**src/rtl/vend_pkg.sv**
```systemverilog
// Shared definitions for the vending controller and the change dispenser:
// state encoding, default timing and saturating counter helpers.
package vend_pkg;

  localparam int PULSE_LEN_DEF = 25;
  localparam int GAP_LEN_DEF   = 25;
  localparam int TIMEOUT_DEF   = 100;
  localparam int TMR_W         = 16;

  typedef logic [2:0] state_t;

  localparam state_t ST_IDLE       = 3'd0;
  localparam state_t ST_PULSE      = 3'd1;
  localparam state_t ST_WAIT_SENSE = 3'd2;
  localparam state_t ST_GAP        = 3'd3;
  localparam state_t ST_FIN        = 3'd4;
  localparam state_t ST_FAULT      = 3'd5;

  function automatic logic [7:0] sat_inc8(input logic [7:0] v);
    return (v == 8'hFF) ? v : v + 8'd1;
  endfunction

  function automatic logic [7:0] sat_dec8(input logic [7:0] v);
    return (v == 8'h00) ? v : v - 8'd1;
  endfunction

endpackage

```
**src/rtl/change_dispenser_if.sv**
```systemverilog
// Request/status bundle between a vending controller (master) and the
// change dispenser (slave), including the coin chute sensor.
interface change_dispenser_if;
  logic       start;
  logic [7:0] amount;
  logic       coin_sense;
  logic       clear_fault;
  logic       eject;
  logic       busy;
  logic       done;
  logic       fault;
  logic [7:0] dispensed;

  modport master (
    output start, amount, coin_sense, clear_fault,
    input  eject, busy, done, fault, dispensed
  );

  modport slave (
    input  start, amount, coin_sense, clear_fault,
    output eject, busy, done, fault, dispensed
  );
endinterface

```
**src/rtl/dispense_timer.sv**
```systemverilog
// Loadable down-counter that stops at zero; o_zero flags the terminal count.
module dispense_timer
  import vend_pkg::*;
#(
  parameter int W = TMR_W
) (
  input  logic         clk,
  input  logic         rst,
  input  logic         i_load,
  input  logic         i_en,
  input  logic [W-1:0] i_load_val,
  output logic         o_zero
);

  logic [W-1:0] r_cnt;

  // NOTE: sequential state uses non-blocking (<=) so every flop samples pre-edge values.
  always_ff @(posedge clk) begin
    if (rst)                       r_cnt <= '0;
    else if (i_load)               r_cnt <= i_load_val;
    else if (i_en && r_cnt != '0)  r_cnt <= r_cnt - W'(1);
  end

  assign o_zero = (r_cnt == '0);

endmodule

```
**src/rtl/change_dispenser.sv**
```systemverilog
// Quarter dispenser: pulses the eject solenoid once per coin, confirms each
// coin on the chute sensor and faults if a coin fails to appear in time.
module change_dispenser
  import vend_pkg::*;
#(
  parameter int PULSE_LEN = PULSE_LEN_DEF,
  parameter int GAP_LEN   = GAP_LEN_DEF,
  parameter int TIMEOUT   = TIMEOUT_DEF
) (
  input  logic              clk,
  input  logic              rst,
  change_dispenser_if.slave bus
);

  state_t           r_state, w_next;
  logic [7:0]       r_remaining, r_dispensed, w_rem_after;
  logic             r_sense_d, r_counted;
  logic             w_edge, w_count, w_coin_seen;
  logic             w_pg_load, w_jam_load, w_pg_zero, w_jam_zero;
  logic [TMR_W-1:0] w_pg_val;

  // One coin per pulse: a rising sensor edge counts only while ejecting or waiting.
  assign w_edge      = bus.coin_sense & ~r_sense_d;
  assign w_count     = w_edge & ~r_counted &
                       ((r_state == ST_PULSE) || (r_state == ST_WAIT_SENSE));
  assign w_coin_seen = r_counted | w_count;
  assign w_rem_after = w_count ? sat_dec8(r_remaining) : r_remaining;

  // NOTE: every always_comb output gets a default first so no latch is inferred.
  always_comb begin
    w_next = r_state;
    unique case (r_state)
      ST_IDLE:
        if (bus.start) w_next = (bus.amount == 8'd0) ? ST_FIN : ST_PULSE;
      ST_PULSE:
        if (w_pg_zero) begin
          if (w_coin_seen)     w_next = (w_rem_after == 8'd0) ? ST_FIN : ST_GAP;
          else if (w_jam_zero) w_next = ST_FAULT;
          else                 w_next = ST_WAIT_SENSE;
        end else if (!w_coin_seen && w_jam_zero) begin
          w_next = ST_FAULT;
        end
      ST_WAIT_SENSE:
        if (w_count)         w_next = (w_rem_after == 8'd0) ? ST_FIN : ST_GAP;
        else if (w_jam_zero) w_next = ST_FAULT;
      ST_GAP:
        if (w_pg_zero) w_next = ST_PULSE;
      ST_FIN:
        w_next = ST_IDLE;
      ST_FAULT:
        if (bus.clear_fault) w_next = ST_IDLE;
      default:
        w_next = ST_IDLE;
    endcase
  end

  // Timers are armed on entry into a timed state; the jam timer spans pulse and wait.
  assign w_pg_load  = (w_next != r_state) && ((w_next == ST_PULSE) || (w_next == ST_GAP));
  assign w_pg_val   = (w_next == ST_PULSE) ? TMR_W'(PULSE_LEN - 1) : TMR_W'(GAP_LEN - 1);
  assign w_jam_load = (w_next == ST_PULSE) && (r_state != ST_PULSE);

  dispense_timer #(.W(TMR_W)) u_pg_timer (
    .clk        (clk),
    .rst        (rst),
    .i_load     (w_pg_load),
    .i_en       ((r_state == ST_PULSE) || (r_state == ST_GAP)),
    .i_load_val (w_pg_val),
    .o_zero     (w_pg_zero)
  );

  dispense_timer #(.W(TMR_W)) u_jam_timer (
    .clk        (clk),
    .rst        (rst),
    .i_load     (w_jam_load),
    .i_en       ((r_state == ST_PULSE) || (r_state == ST_WAIT_SENSE)),
    .i_load_val (TMR_W'(TIMEOUT - 1)),
    .o_zero     (w_jam_zero)
  );

  always_ff @(posedge clk) begin
    if (rst) begin
      r_state     <= ST_IDLE;
      r_remaining <= 8'd0;
      r_dispensed <= 8'd0;
      r_sense_d   <= 1'b0;
      r_counted   <= 1'b0;
    end else begin
      r_state   <= w_next;
      r_sense_d <= bus.coin_sense;
      if (r_state == ST_IDLE && bus.start) begin
        r_remaining <= bus.amount;
        r_dispensed <= 8'd0;
      end else if (w_count) begin
        r_remaining <= sat_dec8(r_remaining);
        r_dispensed <= sat_inc8(r_dispensed);
      end
      if (w_jam_load)   r_counted <= 1'b0;
      else if (w_count) r_counted <= 1'b1;
    end
  end

  assign bus.eject     = (r_state == ST_PULSE);
  assign bus.busy      = (r_state != ST_IDLE);
  assign bus.done      = (r_state == ST_FIN);
  assign bus.fault     = (r_state == ST_FAULT);
  assign bus.dispensed = r_dispensed;

endmodule

```
**src/flat_wrapper.sv**
```systemverilog
// flat-port wrapper written by rule: the top's interface ports become plain ports
module change_dispenser_flat import vend_pkg::*;
#(
  parameter int PULSE_LEN = PULSE_LEN_DEF,
  parameter int GAP_LEN   = GAP_LEN_DEF,
  parameter int TIMEOUT   = TIMEOUT_DEF
)
  (clk, rst, bus_start, bus_amount, bus_coin_sense, bus_clear_fault, bus_eject, bus_busy, bus_done, bus_fault, bus_dispensed);
  change_dispenser_if bus_i ();
  input  logic clk;
  input  logic rst;
  input wire logic [$bits(bus_i.start)-1:0] bus_start;
  input wire logic [$bits(bus_i.amount)-1:0] bus_amount;
  input wire logic [$bits(bus_i.coin_sense)-1:0] bus_coin_sense;
  input wire logic [$bits(bus_i.clear_fault)-1:0] bus_clear_fault;
  output wire logic [$bits(bus_i.eject)-1:0] bus_eject;
  output wire logic [$bits(bus_i.busy)-1:0] bus_busy;
  output wire logic [$bits(bus_i.done)-1:0] bus_done;
  output wire logic [$bits(bus_i.fault)-1:0] bus_fault;
  output wire logic [$bits(bus_i.dispensed)-1:0] bus_dispensed;
  assign bus_i.start = bus_start;
  assign bus_i.amount = bus_amount;
  assign bus_i.coin_sense = bus_coin_sense;
  assign bus_i.clear_fault = bus_clear_fault;
  assign bus_eject = bus_i.eject;
  assign bus_busy = bus_i.busy;
  assign bus_done = bus_i.done;
  assign bus_fault = bus_i.fault;
  assign bus_dispensed = bus_i.dispensed;
  change_dispenser #(.PULSE_LEN(PULSE_LEN), .GAP_LEN(GAP_LEN), .TIMEOUT(TIMEOUT)) u_core (.clk(clk), .rst(rst), .bus(bus_i));
endmodule
```
**config.mk**
```make
export PLATFORM = sky130hd
export DESIGN_NAME = change_dispenser_flat
export DESIGN_NICKNAME = d
export VERILOG_FILES = /design/src/rtl/vend_pkg.sv /design/src/rtl/change_dispenser_if.sv /design/src/rtl/dispense_timer.sv /design/src/rtl/change_dispenser.sv /design/src/flat_wrapper.sv
export SDC_FILE = /design/constraint.sdc
export NUM_CORES = 1
export LEC_CHECK = 0
export ABC_AREA = 1
export CAP_MARGIN = 20
export CELL_PAD_IN_SITES_DETAIL_PLACEMENT = 2
export CELL_PAD_IN_SITES_GLOBAL_PLACEMENT = 2
export CORE_MARGIN = 2
export CORE_UTILIZATION = 34
export CTS_BUF_LIST = sky130_fd_sc_hd__clkbuf_16
export DETAILED_ROUTE_END_ITERATION = 8
export GPL_TIMING_DRIVEN = 0
export PLACE_DENSITY_LB_ADDON = 0.3
export SLEW_MARGIN = 5
export SYNTH_ARGS = -nofsm -noshare
export SYNTH_HDL_FRONTEND = slang
export SYNTH_HIERARCHICAL = 1
export SYNTH_SLANG_ARGS = --single-unit
```
**constraint.sdc**
```tcl
create_clock -name clk -period 6.3 [get_ports clk]
set_input_delay 0.63 -clock clk [delete_from_list [all_inputs] [get_ports clk]]
set_output_delay 0.63 -clock clk [all_outputs]
set_load 0.1 [all_outputs]
```
Word-level counts from Yosys, hierarchy flattened
Index checks and enable logic that the tools add are counted.
{ "word_totals": {"reg_bits": 53, "input_bits": 13, "output_inout_bits": 12} }
{ "op_classes": {"addsub": 4, "n_eq_ne": 10, "muxes": 19, "n_bitwise": 7, "reduce_logical": 25} }
{ "ops": {"columns": ["operator", "count"], "rows": [
  ["two-way mux 3 bit", 11],
  ["logical NOT 16 bit", 2],
  ["nonzero test 16 bit", 2],
  ["subtractor 16 x 1 -> 16 bit (second input constant)", 2],
  ["logical NOT 8 bit", 3],
  ["two-way mux 8 bit", 3],
  ["case mux 3 bit (5 select lines)", 1],
  ["two-way mux 7 bit", 2],
  ["two-way mux 5 bit", 2],
  ["== test 3 x 2 -> 1 bit (second input constant)", 3],
  ["adder 8 x 1 -> 8 bit (second input constant)", 1],
  ["== test 8 bit (second input constant)", 1],
  ["subtractor 8 x 1 -> 8 bit (second input constant)", 1],
  ["== test 3 x 1 -> 1 bit (second input constant)", 2],
  ["== test 3 bit (second input constant)", 2],
  ["logical AND 1 bit", 6],
  ["OR reduction 2 bit", 3],
  ["nonzero test 2 bit", 2],
  ["bitwise AND 1 bit", 3],
  ["logical NOT 3 bit", 1],
  ["logical OR 1 bit", 3],
  ["!= test 3 x 1 -> 1 bit (second input constant)", 1],
  ["!= test 3 bit", 1],
  ["NOT 1 bit", 3],
  ["4 further kinds", 4]
]} }

Logic depth before layout (Yosys ltp)
{ "depth": {"word_depth": 14, "depth_mapped": 23, "ltp_nobuf": 23} }

Modules after synthesis
Netlist, hierarchy kept.
{ "modules_own_cells": {"columns": ["mod", "n_inst", "cells_each", "area_each_um2", "seq_area_each_um2"], "rows": [
  ["dispense_timer", 2, 212, 1194.9, 320.3],
  ["change_dispenser", 1, 232, 1503.9, 420.4]
]} }

Worst setup path before layout
No wires, ideal clock.
{ "synth_path": {"path_type": "flip-flop to output port", "startpoint": "register u_core.r_state[0]", "endpoint": "output bus_fault", "arrival_ps": 2526, "path_slack_ps": 3144, "path_stages_with_launch": 3, "cell_sequence": "dfxtp_1 -> inv_1 -> nor3_1"} }
{ "synth_between": {"elab_chain_cells": 1} }
{ "synth_lines": {"columns": ["element", "line", "text"], "rows": [
  ["start, declared", "change_dispenser.sv:15", "state_t r_state, w_next;"],
  ["start signal, assigned", "change_dispenser.sv:88", "r_state <= w_next;"],
  ["== test 3 bit", "change_dispenser.sv:105", "assign bus.fault = (r_state == ST_FAULT);"],
  ["end, declared", "flat_wrapper.sv:19", "output wire logic [$bits(bus_i.fault)-1:0] bus_fault;"]
]} }
Every way passes these cells.

Final worst setup path
{ "layout_path": {"startpoint": "register u_core.u_jam_timer.r_cnt[0]", "endpoint": "register u_core.u_pg_timer.r_cnt[14]"} }
{ "layout_between": {"elab_chain_cells": 9} }
{ "layout_lines": {"columns": ["element", "line", "text"], "rows": [
  ["start, declared", "dispense_timer.sv:15", "logic [W-1:0] r_cnt;"],
  ["start signal, assigned", "dispense_timer.sv:20", "else if (i_load) r_cnt <= i_load_val;"],
  ["start signal, assigned", "dispense_timer.sv:21", "else if (i_en && r_cnt != '0) r_cnt <= r_cnt - W'(1);"],
  ["logical NOT 16 bit (*)", "dispense_timer.sv:24", "assign o_zero = (r_cnt == '0);"],
  ["via u_core.w_jam_zero", "change_dispenser.sv:19", "logic w_pg_load, w_jam_load, w_pg_zero, w_jam_zero;"],
  ["two-way mux 3 bit or logical AND 1 bit (tied branches)", "change_dispenser.sv:38, change_dispenser.sv:40", null],
  ["two-way mux 3 bit, on equally long branches", "change_dispenser.sv:37, change_dispenser.sv:40", null],
  ["two-way mux 3 bit", "change_dispenser.sv:36", "if (w_pg_zero) begin"],
  ["case mux 3 bit (5 select lines) (*)", "change_dispenser.sv:32", "unique case (r_state)"],
  ["== test 3 x 1 -> 1 bit or == test 3 x 2 -> 1 bit (tied branches)", "change_dispenser.sv:58", "assign w_pg_load = (w_next != r_state) && ((w_next == ST_PULSE) || (w_next == ST_GAP));"],
  ["logical OR 1 bit", "change_dispenser.sv:58", null],
  ["logical AND 1 bit (*)", "change_dispenser.sv:58", null],
  ["via u_core.w_pg_load", "change_dispenser.sv:19", null],
  ["OR reduction 2 bit (no line) (*)", null, null],
  ["end signal, assigned", "dispense_timer.sv:20", null],
  ["end signal, assigned", "dispense_timer.sv:21", null],
  ["end, declared", "dispense_timer.sv:15", null]
]} }
Mark *: on every way through the listed nets, which the timed path passes. The rest lies on a longest branch.
A chain may end at the register's enable or synchronous reset.

==> summary.md <==
| Metric | Value |
|---|---|
| Critical path's most frequent cell | nand2_1 |
| Flop-to-flop setup slack | roughly 2400 ps |
| CTS H-tree lvls | 2 |
| Final hold violation count | 0 |
| Crit Path Max Fanout | 10 |
| Initial DRC count | 127 |
| Fin crit period | ~4000 ps |
| Distinct cell type count after synthesis | 35 |
| CTS tree | built |
| Largest family of logic cells by synthesized area | simple AND/OR/NAND/NOR gates |
| Crit path DAT | slightly above 4000 ps |
| CTS buffer count | 5 |
| WL per Instance | approximately 16 um |
| I/O Buffers | 24 |
| CTS Buffer Depth | 2 |
| Via count of the first global-routing pass | between 4000 and 5000 |
| Routed Antenna Nets | 0 |
| Die area | approximately 12000 um2 |
| Period utilisation layout | 0.625 |
| Hold Crit Depth | 2 |
| Via count | 4307 |
| Synth Area in Simple Gates | 0.506 |
| ANT cells | 0 |
| CTS root buffer | clkbuf_16 |
| Final wirelength | 13600 um |
| Hold Path Sink | u_core/bus.dispensed[4] |
| Adder-Cell Fraction of Synth Area | 0.0161 |
| Grt ovf | 0 |
| Largest net degree at the start of global routing | 18 |
| Drt drc | 0 |
| Multi-input gate area | 2550 um2 |
| First-pass GRT wire length | 23300 um |
| I/O pin cnt | 25 |
| Layout cell share with drive strength beyond 1 | 0.106 |
| Reg2Reg Depth | 21 |
| Num rows | 39 |
| Hold slack | around 480 ps |
| Dpl hpwl | approximately 10000 um |
| Worst reg2reg endpoint | u_core/u_pg_timer/r_cnt[14] |
| Power density cells | 288 nW/um2 |
| GRT Overall Usage | 0.232 |
| Compound-Gate Fraction of Synth Area | 0.0900 |
| Max Cap Viol | 0 |
| Top cell type's share of synthesized area | 0.272 |
| Mapped Area | between 3000 and 4000 um2 |
| Ys async rst share | 0 |
| Synth warnings | 6 |
| Area leader, netlist | dfxtp_1 |
| Largest cells by area after synthesis | dfxtp_1, nand2_1, nor2_1 |
| Die H | between 100 and 150 um |
| Crit-path max cell delay | approximately 500 ps |
| Avg Vias per Cell | ~5 |
| Post-CTS Setup Bufs | 0 |
| Most frequent cells after synthesis | nand2_1, nor2_1, inv_1, dfxtp_1, nand3_1 |
| Max-slew headroom | 0.351 |
| Post-CTS resize count | 0 |
| Clock transition at path regs | approximately 80 ps |
| Setup TNS | 0 ps |
| Number of synthesized flops with an enable pin | 0 |
| Fmax | 254 MHz |
| VDD IR max | approximately 0.00020 V |
| Worst path cell trace | inv_1 > ha_1 > inv_1 > nor2_1 > nand3_1 > nor2_1 > nand2_1 > nor4_1 > nand2_1 > nand2_1 > inv_1 > nand2_1 > nand2_1 > nand3_2 > nand2_1 > nor2_1 > inv_1 > buf_2 > or2_2 > nand2_1 > a21oi_1 |
| Min-Delay Path Class | register to register |
| Clock Latency Late Sink | between 300 and 400 ps |
| Max Slew Vio Count | 0 |
| Detailed Routing Iterations Pass 1 | 4 |
| Register area share after synthesis | 0.272 |
| Post-Synth XOR/XNOR Area | 0.0112 |
| Skew final | approximately 8 ps |
| Status | completed |
| Starting density of the core | 0.345 |
| Critical Path Start Type | register |
| Worst Setup Path Type | register to register |
| Post-synth top flop | dfxtp_1 |
| Hold_sp | u_core/bus.dispensed[4] |
| Yosys reg bits | 53 |
| Final Core Density | 0.405 |
| Reg2reg start | u_core/u_jam_timer/r_cnt[0] |
| RSZ-0062 raised after global routing | false |
| Hold buffers post-CTS | 0 |
| Seq. cell area | between 1000 and 1500 um2 |
| Area growth, synth to finish | 17.4% |
| Worst-Margin Slew | 970 ps |
| Core area | about 11000 um2 |
| Worst path required time | ~6500 ps |
| Nets | approximately 740 |
| CP endpoint kind | register |
| Clk sink count | 53 |
| FILL cells | 1459 |
| Post-synthesis mux area share | 0 |
| Cells after Synth | 656 |
| RePlAce Congestion | 0.819 |
| Die X | 111 um |
| Mean Syn Cell Area | between 5 and 6 um2 |
| Initial antenna violation count | 0 |
| Crit path max-delay cell type | nor4_1 |
| # setup viols final | 0 |
| Most frequent cell after synthesis | nand2_1 |
| Leakage | roughly 2.3 nW |
critical path, delay by kind of cell (launching register included):
family	cells	cell delay [ps]
AND/OR/NAND/NOR	14	2510
buffers and inverters	5	690
flip-flops	1	330
adder cells (fa/ha/maj)	1	230
AO/OA/AOI/OAI	1	70
through the flow:
| step | std cells | instance area (um2) | setup slack [ps] | power [W] |
|---|---|---|---|---|
| floorplan | 686 | 4010 | 3140 | 0.000859 |
| global placement | 853 | 4430 | 2470 | 0.000978 |
| detailed placement | 853 | 4430 | 2320 | 0.00102 |
| CTS | 861 | 4570 | 2330 | 0.00133 |
| global route | 861 | 4570 | 2000 | 0.00143 |
| finish | 861 | 4570 | 2360 | 0.00132 |
state kept, by name, indices dropped and copies added (netlist names):
register,count
u_core/r_remaining,8
u_core/u_pg_timer/r_cnt,16
u_core/r_counted,1
u_core/u_jam_timer/r_cnt,16
u_core/r_state,3
u_core/r_sense_d,1
u_core/bus.dispensed,8
final cells by class:
cell class | instances | area share
plain buffers | 12 | 0.0186
multi-input cells | 539 | 0.557
flip-flops and latches | 53 | 0.232
clock inverters | 3 | 0.00438
well taps | 143 | 0.0391
clock buffers | 5 | 0.0274
inverters | 82 | 0.0684
repair buffers | 24 | 0.0526
where the power goes:
part           internal [W]  switching [W]
clock network      0.000148       0.000150
logic              0.000182       0.000393
registers          0.000384      0.0000586
how the worst max path moves through the flow:
stage                                      from                          end  slack [ps]  cells after the start
finish              u_core/u_jam_timer/r_cnt[0]  u_core/u_pg_timer/r_cnt[14]        2360                     21
CTS                 u_core/u_jam_timer/r_cnt[0]  u_core/u_pg_timer/r_cnt[13]        2330                     21
global placement                 bus_coin_sense  u_core/u_pg_timer/r_cnt[13]        2470                     21
floorplan                     u_core/r_state[0]                    bus_fault        3140                      2
global route         u_core/u_pg_timer/r_cnt[0]  u_core/u_pg_timer/r_cnt[14]        2000                     19
detailed placement               bus_coin_sense  u_core/u_pg_timer/r_cnt[14]        2320                     21
cell usage in the layout (no fill, tap or decap), types with 3 or more instances in the layout:
| cell | count |
|---|---|
| clkdlybuf4s50_1 | 24 |
| clkbuf_1 | 4 |
| dfxtp_1 | 53 |
| o21ai_0 | 31 |
| clkbuf_16 | 5 |
| xor2_1 | 3 |
| nand2_4 | 6 |
| o21ai_1 | 4 |
| nand3_1 | 45 |
| nor4_1 | 5 |
| nor3_1 | 5 |
| conb_1 | 32 |
| nor2_4 | 5 |
| nand3_2 | 10 |
| nor2_1 | 154 |
| a21oi_1 | 14 |
| ha_1 | 5 |
| or2_2 | 7 |
| nand2_2 | 8 |
| nand2_1 | 162 |
| inv_1 | 79 |
| nand4_1 | 9 |
| o211ai_1 | 8 |
| nor2_2 | 17 |
| buf_2 | 4 |
metal layers:
metal / wire [um] / GRT usage / vias up
met2: 7020 / 0.425 / 44
li1: - / - / 2141
met1: 5970 / 0.269 / 2104
met4: 289 / 0.0914 / 0
met5: 0 / 0 / -
met3: 332 / 0.0366 / 18
cells by family (layout without fill, tap and decap cells):
| group | after synthesis | count (layout) |
|---|---|---|
| compound gates | 62 | 62 |
| xor+xnor | 5 | 5 |
| fa+ha+maj | 5 | 5 |
| buf+inv | 94 | 126 |
| flops | 53 | 53 |
| other cells | 2 | 32 |
| simple gates | 435 | 435 |
(Power assumes the default switching activity.)
